`config.mk`:
```
export PLATFORM = sky130hd
export DESIGN_NAME = mem_write_arbiter
export DESIGN_NICKNAME = d
export VERILOG_FILES = /design/src/rtl/mem_write_arbiter.sv
export SDC_FILE = /design/constraint.sdc
export NUM_CORES = 1
export LEC_CHECK = 0
export ABC_AREA = 1
export ABC_CLOCK_PERIOD_IN_PS = 3620
export CORE_ASPECT_RATIO = 2
export CORE_MARGIN = 2
export CORE_UTILIZATION = 50
export CTS_BUF_LIST = sky130_fd_sc_hd__clkbuf_16
export CTS_CLUSTER_DIAMETER = 50
export DETAILED_ROUTE_END_ITERATION = 16
export PLACE_DENSITY = 0.92
export SYNTH_ARGS = -nofsm -noshare
export SYNTH_HDL_FRONTEND = slang
export SYNTH_SLANG_ARGS = --single-unit
```
`constraint.sdc`:
```
create_clock -name clk -period 3.62 [get_ports clk]
set_input_delay 1.086 -clock clk [delete_from_list [all_inputs] [get_ports clk]]
set_output_delay 1.086 -clock clk [all_outputs]
set_load 0.02 [all_outputs]
```
`src/rtl/mem_write_arbiter.sv`:
```
// Shared data-memory write port arbiter: CPU stores vs. buffered PS/2 keycodes,
// with a starvation guard that forces a keyboard slot under sustained stores.
module mem_write_arbiter #(
  parameter int AW         = 32,
  parameter int DW         = 32,
  parameter int KB_DEPTH   = 4,
  parameter int KB_ADDR    = 10,
  parameter int STARVE_MAX = 8
) (
  input  logic                        clk,
  input  logic                        rstin,
  input  logic                        cpu_we,
  input  logic [AW-1:0]               cpu_addr,
  input  logic [DW-1:0]               cpu_wd,
  output logic                        cpu_stall,
  input  logic                        kb_valid,
  input  logic [7:0]                  kb_code,
  output logic                        mem_we,
  output logic [AW-1:0]               mem_addr,
  output logic [DW-1:0]               mem_wd,
  output logic                        mem_src,
  output logic [$clog2(KB_DEPTH):0]   kb_count,
  output logic                        kb_full,
  output logic [7:0]                  kb_drops
);

  localparam int PW = $clog2(KB_DEPTH);
  localparam int CW = PW + 1;
  localparam int SW = $clog2(STARVE_MAX + 1);

  typedef enum logic {S_CPU, S_KB} state_t;

  state_t          state;
  logic [SW-1:0]   starve;
  logic [7:0]      fifo [KB_DEPTH];
  logic [PW-1:0]   wr_ptr;
  logic [PW-1:0]   rd_ptr;
  logic            kb_valid_q;
  logic            armed;
  logic            push;
  logic            push_ok;
  logic            grant_cpu;
  logic            grant_kb;
  logic            kb_ne;
  logic [7:0]      head;

  // Grant selection, edge detect and FIFO accept decision
  always_comb begin
    kb_ne     = (kb_count != '0);
    grant_cpu = (state == S_CPU) & cpu_we;
    grant_kb  = ~grant_cpu & kb_ne;
    cpu_stall = (state == S_KB) & cpu_we;
    // A kb_valid level already high when reset releases is not a new event:
    // pushes are only considered once one edge has sampled kb_valid_q.
    push      = armed & kb_valid & ~kb_valid_q;
    push_ok   = push & (~kb_full | grant_kb);
    head      = fifo[rd_ptr];
  end

  assign kb_full = (kb_count == CW'(KB_DEPTH));

  // Keycode storage (contents need no reset; pointers qualify them)
  always_ff @(posedge clk) begin
    if (push_ok) fifo[wr_ptr] <= kb_code;
  end

  // FIFO pointers, occupancy, drop counter and kb_valid edge history
  always_ff @(posedge clk or negedge rstin) begin
    if (!rstin) begin
      wr_ptr     <= '0;
      rd_ptr     <= '0;
      kb_count   <= '0;
      kb_drops   <= '0;
      kb_valid_q <= 1'b0;
      armed      <= 1'b0;
    end else begin
      kb_valid_q <= kb_valid;
      armed      <= 1'b1;
      if (push_ok) wr_ptr <= wr_ptr + PW'(1);
      if (grant_kb) rd_ptr <= rd_ptr + PW'(1);
      case ({push_ok, grant_kb})
        2'b10:   kb_count <= kb_count + CW'(1);
        2'b01:   kb_count <= kb_count - CW'(1);
        default: kb_count <= kb_count;
      endcase
      if (push && !push_ok && kb_drops != 8'hFF) kb_drops <= kb_drops + 8'd1;
    end
  end

  // Arbitration FSM with registered memory write port
  always_ff @(posedge clk or negedge rstin) begin
    if (!rstin) begin
      state    <= S_CPU;
      starve   <= '0;
      mem_we   <= 1'b0;
      mem_addr <= '0;
      mem_wd   <= '0;
      mem_src  <= 1'b0;
    end else begin
      case (state)
        S_CPU: begin
          if (grant_cpu && kb_ne) begin
            starve <= starve + SW'(1);
            if (starve == SW'(STARVE_MAX - 1)) state <= S_KB;
          end else begin
            starve <= '0;
          end
        end
        S_KB: begin
          starve <= '0;
          state  <= S_CPU;
        end
        default: begin
          starve <= '0;
          state  <= S_CPU;
        end
      endcase

      mem_we <= grant_cpu | grant_kb;
      if (grant_cpu) begin
        mem_addr <= cpu_addr;
        mem_wd   <= cpu_wd;
        mem_src  <= 1'b0;
      end else if (grant_kb) begin
        mem_addr <= AW'(KB_ADDR);
        mem_wd   <= DW'(head);
        mem_src  <= 1'b1;
      end
    end
  end

endmodule

```
==> qor.txt, run 1 <==
status -> completed
setup bufs post-CTS -> 0
top_reg_cell synth -> dfrtp_1
post-synthesis simple-gate area fraction -> 9.50%
HP Start -> starve[3]
Reg2Reg Depth -> 7
nets -> 652
initial antenna violation count -> 0
vias per inst -> 5.34
HP Class -> register to register
die area -> 10,500 µm²
Post-Synth XOR/XNOR Area -> 1.99%
vias post-DR -> 3,662
Slew HR -> 43.2%
share of layout cells above drive strength 1 -> 6.87%
CP Capture Type -> primary output
largest family of logic cells by synthesized area -> compound AO/OA/AOI/OAI gates
largest net degree at the start of global routing -> 63
Netlist cell types -> 29
Die H -> 143 µm
Post-Route WL -> 12,200 µm
max-slew violations -> 0
Required @ worst endpoint -> 2.53 ns
most frequent cells in the layout -> 153 x clkdlybuf4s50_1, 88 x dfrtp_1, 57 x nand2_1
Placed Area -> 6430 µm²
area added between synthesis and finish -> 45.2%
Detailed Route Iter0 Violations -> 189
CP max FO -> 3
Crit Path Class -> input port to primary output
fin cells -> 686
H-tree levels -> 4
Avg Synthesized Cell Area -> 11.7 µm²
cts bufs inserted -> 17
final hold violation count -> 0
drt pass-1 iters -> 5
DP Worst Slack -> 0.206 ns
Clock Root Buffer -> clkbuf_16
Largest stage delay, worst path -> 0.61 ns
yosys warns -> 0
GPL Wtd Cong -> 0.766
CP Cell Sequence -> clkdlybuf4s50_1 -> nand2_1 -> inv_1 -> clkdlybuf4s50_1
Slew @ Worst Pin -> 0.852 ns
r2r startpoint -> kb_count[0]
TritonCTS clock tree -> yes
CTS sink count -> 120
Tot Pwr -> 4.70 mW
site row count -> 50
I/O pins -> 155
hold path depth -> 1
WHS -> 0.451 ns
cell mode on critical path -> clkdlybuf4s50_1
vias in the first global route -> 3,911
EDFF count, synth -> 32
Startpoint Class -> input port
routed length per instance -> 17.8 µm
DRC -> 0
CTS Hold Bufs -> 0
Hold Path End -> state
post-synth net total -> 495
post-synthesis compound-gate area fraction -> 15.0%
Inst Count DP -> 654
Die W -> 73.5 µm
cell area after layout -> 7020 µm²
Initial Util -> 51.5%
fillers -> 569
unrepaired setup endpoints after global routing -> no
asr flop ratio synth -> 73.3%
clock skew -> 0.0116 ns
first-pass GRT wire length -> 19,100 µm
fmax -> 293 MHz
gr usage total -> 24.1%
adder-cell area share of the yosys netlist -> 1.97%
Max rail drop VDD -> 453 µV
antenna cells -> 0
number of routed nets with antenna violations -> 0
Pleak -> 3.12 nW
min cycle time layout -> 3.42 ns
Final Setup Violations -> 0
final period utilization -> 94.4%
Cells after Synth -> 412
core footprint -> 9380 µm²
# port buffers -> 154
grt total ovfl -> 0
CTS clock-pin slew for the worst setup and hold paths -> 0.05 ns
dpl hpwl -> 8510 µm
reg2reg end -> mem_wd[6]
#FFs+latches synth -> 120
R2R Setup Slk -> 1.57 ns
Final Core Density -> 74.8%
clock tree buffer depth -> 2
Total Neg Setup Slack -> 0 ns
CP max-delay cell -> clkdlybuf4s50_1
pwr dens -> 669 nW/µm²
fin worst setup slack -> 0.204 ns
multiplexer area fraction after synthesis -> 0%
Mapped Area -> 4830 µm²
commonest non-fill, non-tap cell in the layout -> clkdlybuf4s50_1
sequential fraction of the synthesis area -> 65.4%
Clk Latency, worst-skew pair -> 0.41 ns
post-cts repair resize count -> 0
Critical Path AT -> 2.33 ns
MaxCap Viol Count -> 0
-- cell type report --
class                      count  area [µm²]  share of cell area (%)
timing repair buffer         158        1580                    22.5
sequential                   120        3160                    45.1
clock inverter                13         110                    1.57
inverter                      48         180                    2.57
multi-input combinational    224        1380                    19.6
tap                          104         130                    1.85
clock buffer                  19         475                    6.77
-- worst max-delay path, delay by kind of cell --
kind / cells / cell delay (ns)
simple gates: 1 / 0.07
buf+inv: 3 / 1.18
-- flip-flops by register name, summed over array words and instances (netlist names), 2 cells and up --
signal / flops
wr_ptr: 2
mem_wd: 32
kb_drops: 8
rd_ptr: 2
kb_count: 3
mem_addr: 32
fifo: 32
starve: 4
-- power breakdown --
group,internal [mW],switching [mW]
sequential,1.60,0.201
combinational,0.570,0.697
clock,1.07,0.556
-- cells in the mapped netlist, drive strengths merged (3+ instances only) --
cell     n  area [µm²]
buf     17         103
o21ai   20         108
a22o    54         473
edfxtp  32         961
nand3   16        85.1
dfrtp   88        2200
ha       6        75.1
nand2   59         226
xnor2    4        35.0
a21oi   25         125
xor2     7        61.3
clkbuf   3        11.3
nor2    26         129
inv     47         176
-- kinds of logic after synthesis --
kind of cell | count (synthesis)
AOI/OAI and AO/OA | 101
xor gates and xnor gates | 11
adders and majority gates | 7
buffers and inverters | 68
DFF | 120
other | 1
and+or+nand+nor | 104
-- worst max-delay path by stage --
stage,startpoint,cells past startpoint,end
finish,cpu_we,4,cpu_stall
global route,cpu_we,4,cpu_stall
CTS,cpu_we,4,cpu_stall
detailed placement,cpu_we,4,cpu_stall
global placement,cpu_we,4,cpu_stall
floorplan,cpu_we,2,cpu_stall
-- metal layers --
metal / track usage, % / up-vias / share of wire [%]
met5: 0 / - / 0
met4: 13.5 / 0 / 3.9
met3: 6.56 / 39 / 4.6
met2: 41.3 / 127 / 55
met1: 25.9 / 1776 / 37
li1: - / 1720 / -
Power figures use the tool's default switching activity.
==> run 2, diff against run 1 <==
--- a/config.mk
+++ b/config.mk
@@ -7,7 +7,7 @@
 export LEC_CHECK = 0
 export ABC_AREA = 1
 export ABC_CLOCK_PERIOD_IN_PS = 3620
-export CORE_ASPECT_RATIO = 2
+export CORE_ASPECT_RATIO = 0.5
 export CORE_MARGIN = 2
 export CORE_UTILIZATION = 50
 export CTS_BUF_LIST = sky130_fd_sc_hd__clkbuf_16
==> qor.txt, run 2 (synthesized netlist as in run 1, its figures left out) <==
status -> completed
min cycle time layout -> 3.44 ns
cts bufs inserted -> 17
antenna cells -> 0
H-tree levels -> 4
share of layout cells above drive strength 1 -> 7.19%
vias per inst -> 5.22
Slew @ Worst Pin -> 0.974 ns
Switching Fraction -> 31.9%
initial antenna violation count -> 0
drt pass-1 iters -> 5
post-cts repair resize count -> 0
TritonCTS clock tree -> yes
net switching power -> 1.51 mW
final period utilization -> 94.9%
Startpoint Class -> input port
Slew HR -> 35.1%
number of routed nets with antenna violations -> 0
MaxCap Viol Count -> 0
Crit Path Class -> input port to primary output
Detailed Route Iter0 Violations -> 290
CTS clock-pin slew for the worst setup and hold paths -> 0.05 ns
commonest non-fill, non-tap cell in the layout -> clkdlybuf4s50_1
fmax -> 291 MHz
register area -> 3160 µm²
fillers -> 572
dpl hpwl -> 8100 µm
Die W -> 143 µm
vias in the first global route -> 3,946
Inst Count DP -> 687
Final Setup Violations -> 0
sequential share of power -> 38.0%
Max rail drop VDD -> 353 µV
Tot Pwr -> 4.74 mW
Post-Route WL -> 12,300 µm
clock tree buffer depth -> 2
I/O pins -> 155
largest net degree at the start of global routing -> 56
GPL Wtd Cong -> 0.803
CTS sink count -> 120
Pleak -> 3.12 nW
Critical Path AT -> 2.35 ns
Die H -> 73.5 µm
largest registers -> fifo x32, mem_addr x32, mem_wd x32
grt total ovfl -> 0
Comb pwr share -> 27.4%
die area -> 10,500 µm²
site row count -> 25
CTS Hold Bufs -> 0
vias post-DR -> 3,750
CP max FO -> 3
fin cells -> 719
multi-input logic area -> 1380 µm²
most frequent cells in the layout -> 153 x clkdlybuf4s50_1, 88 x dfrtp_1, 57 x nand2_1
area added between synthesis and finish -> 45.8%
clock skew -> 0.0267 ns
WHS -> 0.469 ns
DRC -> 0
first-pass GRT wire length -> 19,500 µm
# port buffers -> 154
Clk Latency, worst-skew pair -> 0.41 ns
Clk pwr share -> 34.6%
Required @ worst endpoint -> 2.53 ns
Total Neg Setup Slack -> 0 ns
unrepaired setup endpoints after global routing -> no
setup bufs post-CTS -> 0
max-slew violations -> 0
CP Capture Type -> primary output
HP Class -> register to register
pwr dens -> 673 nW/µm²
routed length per instance -> 17.1 µm
core footprint -> 9420 µm²
Initial Util -> 51.3%
gr usage total -> 24.9%
final hold violation count -> 0
Clock Root Buffer -> clkbuf_16
Power Internal -> 3.23 mW
nets -> 654
## run 2: cell types whose count changed in the layout (fill, tap and decap cells not counted)
cell | before | now
buf_12 | 1 | 0
buf_4 | 4 | 7
bufinv_16 | 2 | 3
clkinvlp_4 | 0 | 1
clkbuf_16 | 19 | 17
## run 2: worst max-delay path, cell delays in order
cell and delay, ns:
clkdlybuf4s50_1 0.53, nand2_1 0.08, inv_1 0.06, clkdlybuf4s50_1 0.60
## run 2: metal layers
metal | wire, µm | track usage [%]
met5 | 0 | 0
met4 | 352 | 11.4
met3 | 802 | 8.28
met2 | 6170 | 41.0
met1 | 4980 | 30.2
## run 2: through the flow
step	worst slack, ns	utilization, %	area [µm²]
2_1_floorplan	1.27	-	4830
3_3_place_gp	0.227	68.8	6470
3_5_place_dp	0.224	68.8	6470
4_1_cts	0.195	74.8	7050
5_1_grt	0.160	74.8	7050
6_report	0.184	74.8	7050
## run 2: path summary, 6_finish.rpt
kind | startpoint | to | slack, ns | cells past startpoint
hold / removal | starve[0] | starve[0] | 0.47 | 1
setup reg to reg | kb_count[1] | mem_wd[2] | 1.49 | 7
max in group asynchronous | rstin | mem_wd[30] | 2.16 | 2
setup / recovery | cpu_we | cpu_stall | 0.18 | 4
hold reg to reg | starve[0] | starve[0] | 0.47 | 1
min in group asynchronous | rstin | mem_addr[3] | 0.72 | 1
## run 2: cell type report
type	count	share of cell area [%]
tap	135	2.40
clock buffer	17	6.04
sequential	120	44.9
timing repair buffer	160	22.5
inverter	48	2.56
clock inverter	15	2.10
multi-input combinational	224	19.5
## run 2: power groups by stage
| stage | logic (mW) | clock network, mW | registers (mW) |
|---|---|---|---|
| 6_report | 1.30 | 1.64 | 1.80 |
| 5_1_grt | 1.41 | 1.73 | 1.83 |
| 4_1_cts | 1.30 | 1.66 | 1.80 |
| 3_5_place_dp | 1.27 | 0 | 1.82 |
| 3_3_place_gp | 1.22 | 0 | 1.80 |
| 2_1_floorplan | 0.583 | 0 | 1.93 |
==> run 3, diff against run 2 <==
--- a/config.mk
+++ b/config.mk
@@ -11,7 +11,6 @@
 export CORE_MARGIN = 2
 export CORE_UTILIZATION = 50
 export CTS_BUF_LIST = sky130_fd_sc_hd__clkbuf_16
-export CTS_CLUSTER_DIAMETER = 50
 export DETAILED_ROUTE_END_ITERATION = 16
 export PLACE_DENSITY = 0.92
 export SYNTH_ARGS = -nofsm -noshare
==> results of run 3 <==
Same layout as run 2: the final DEF is identical, and so are final timing and power.
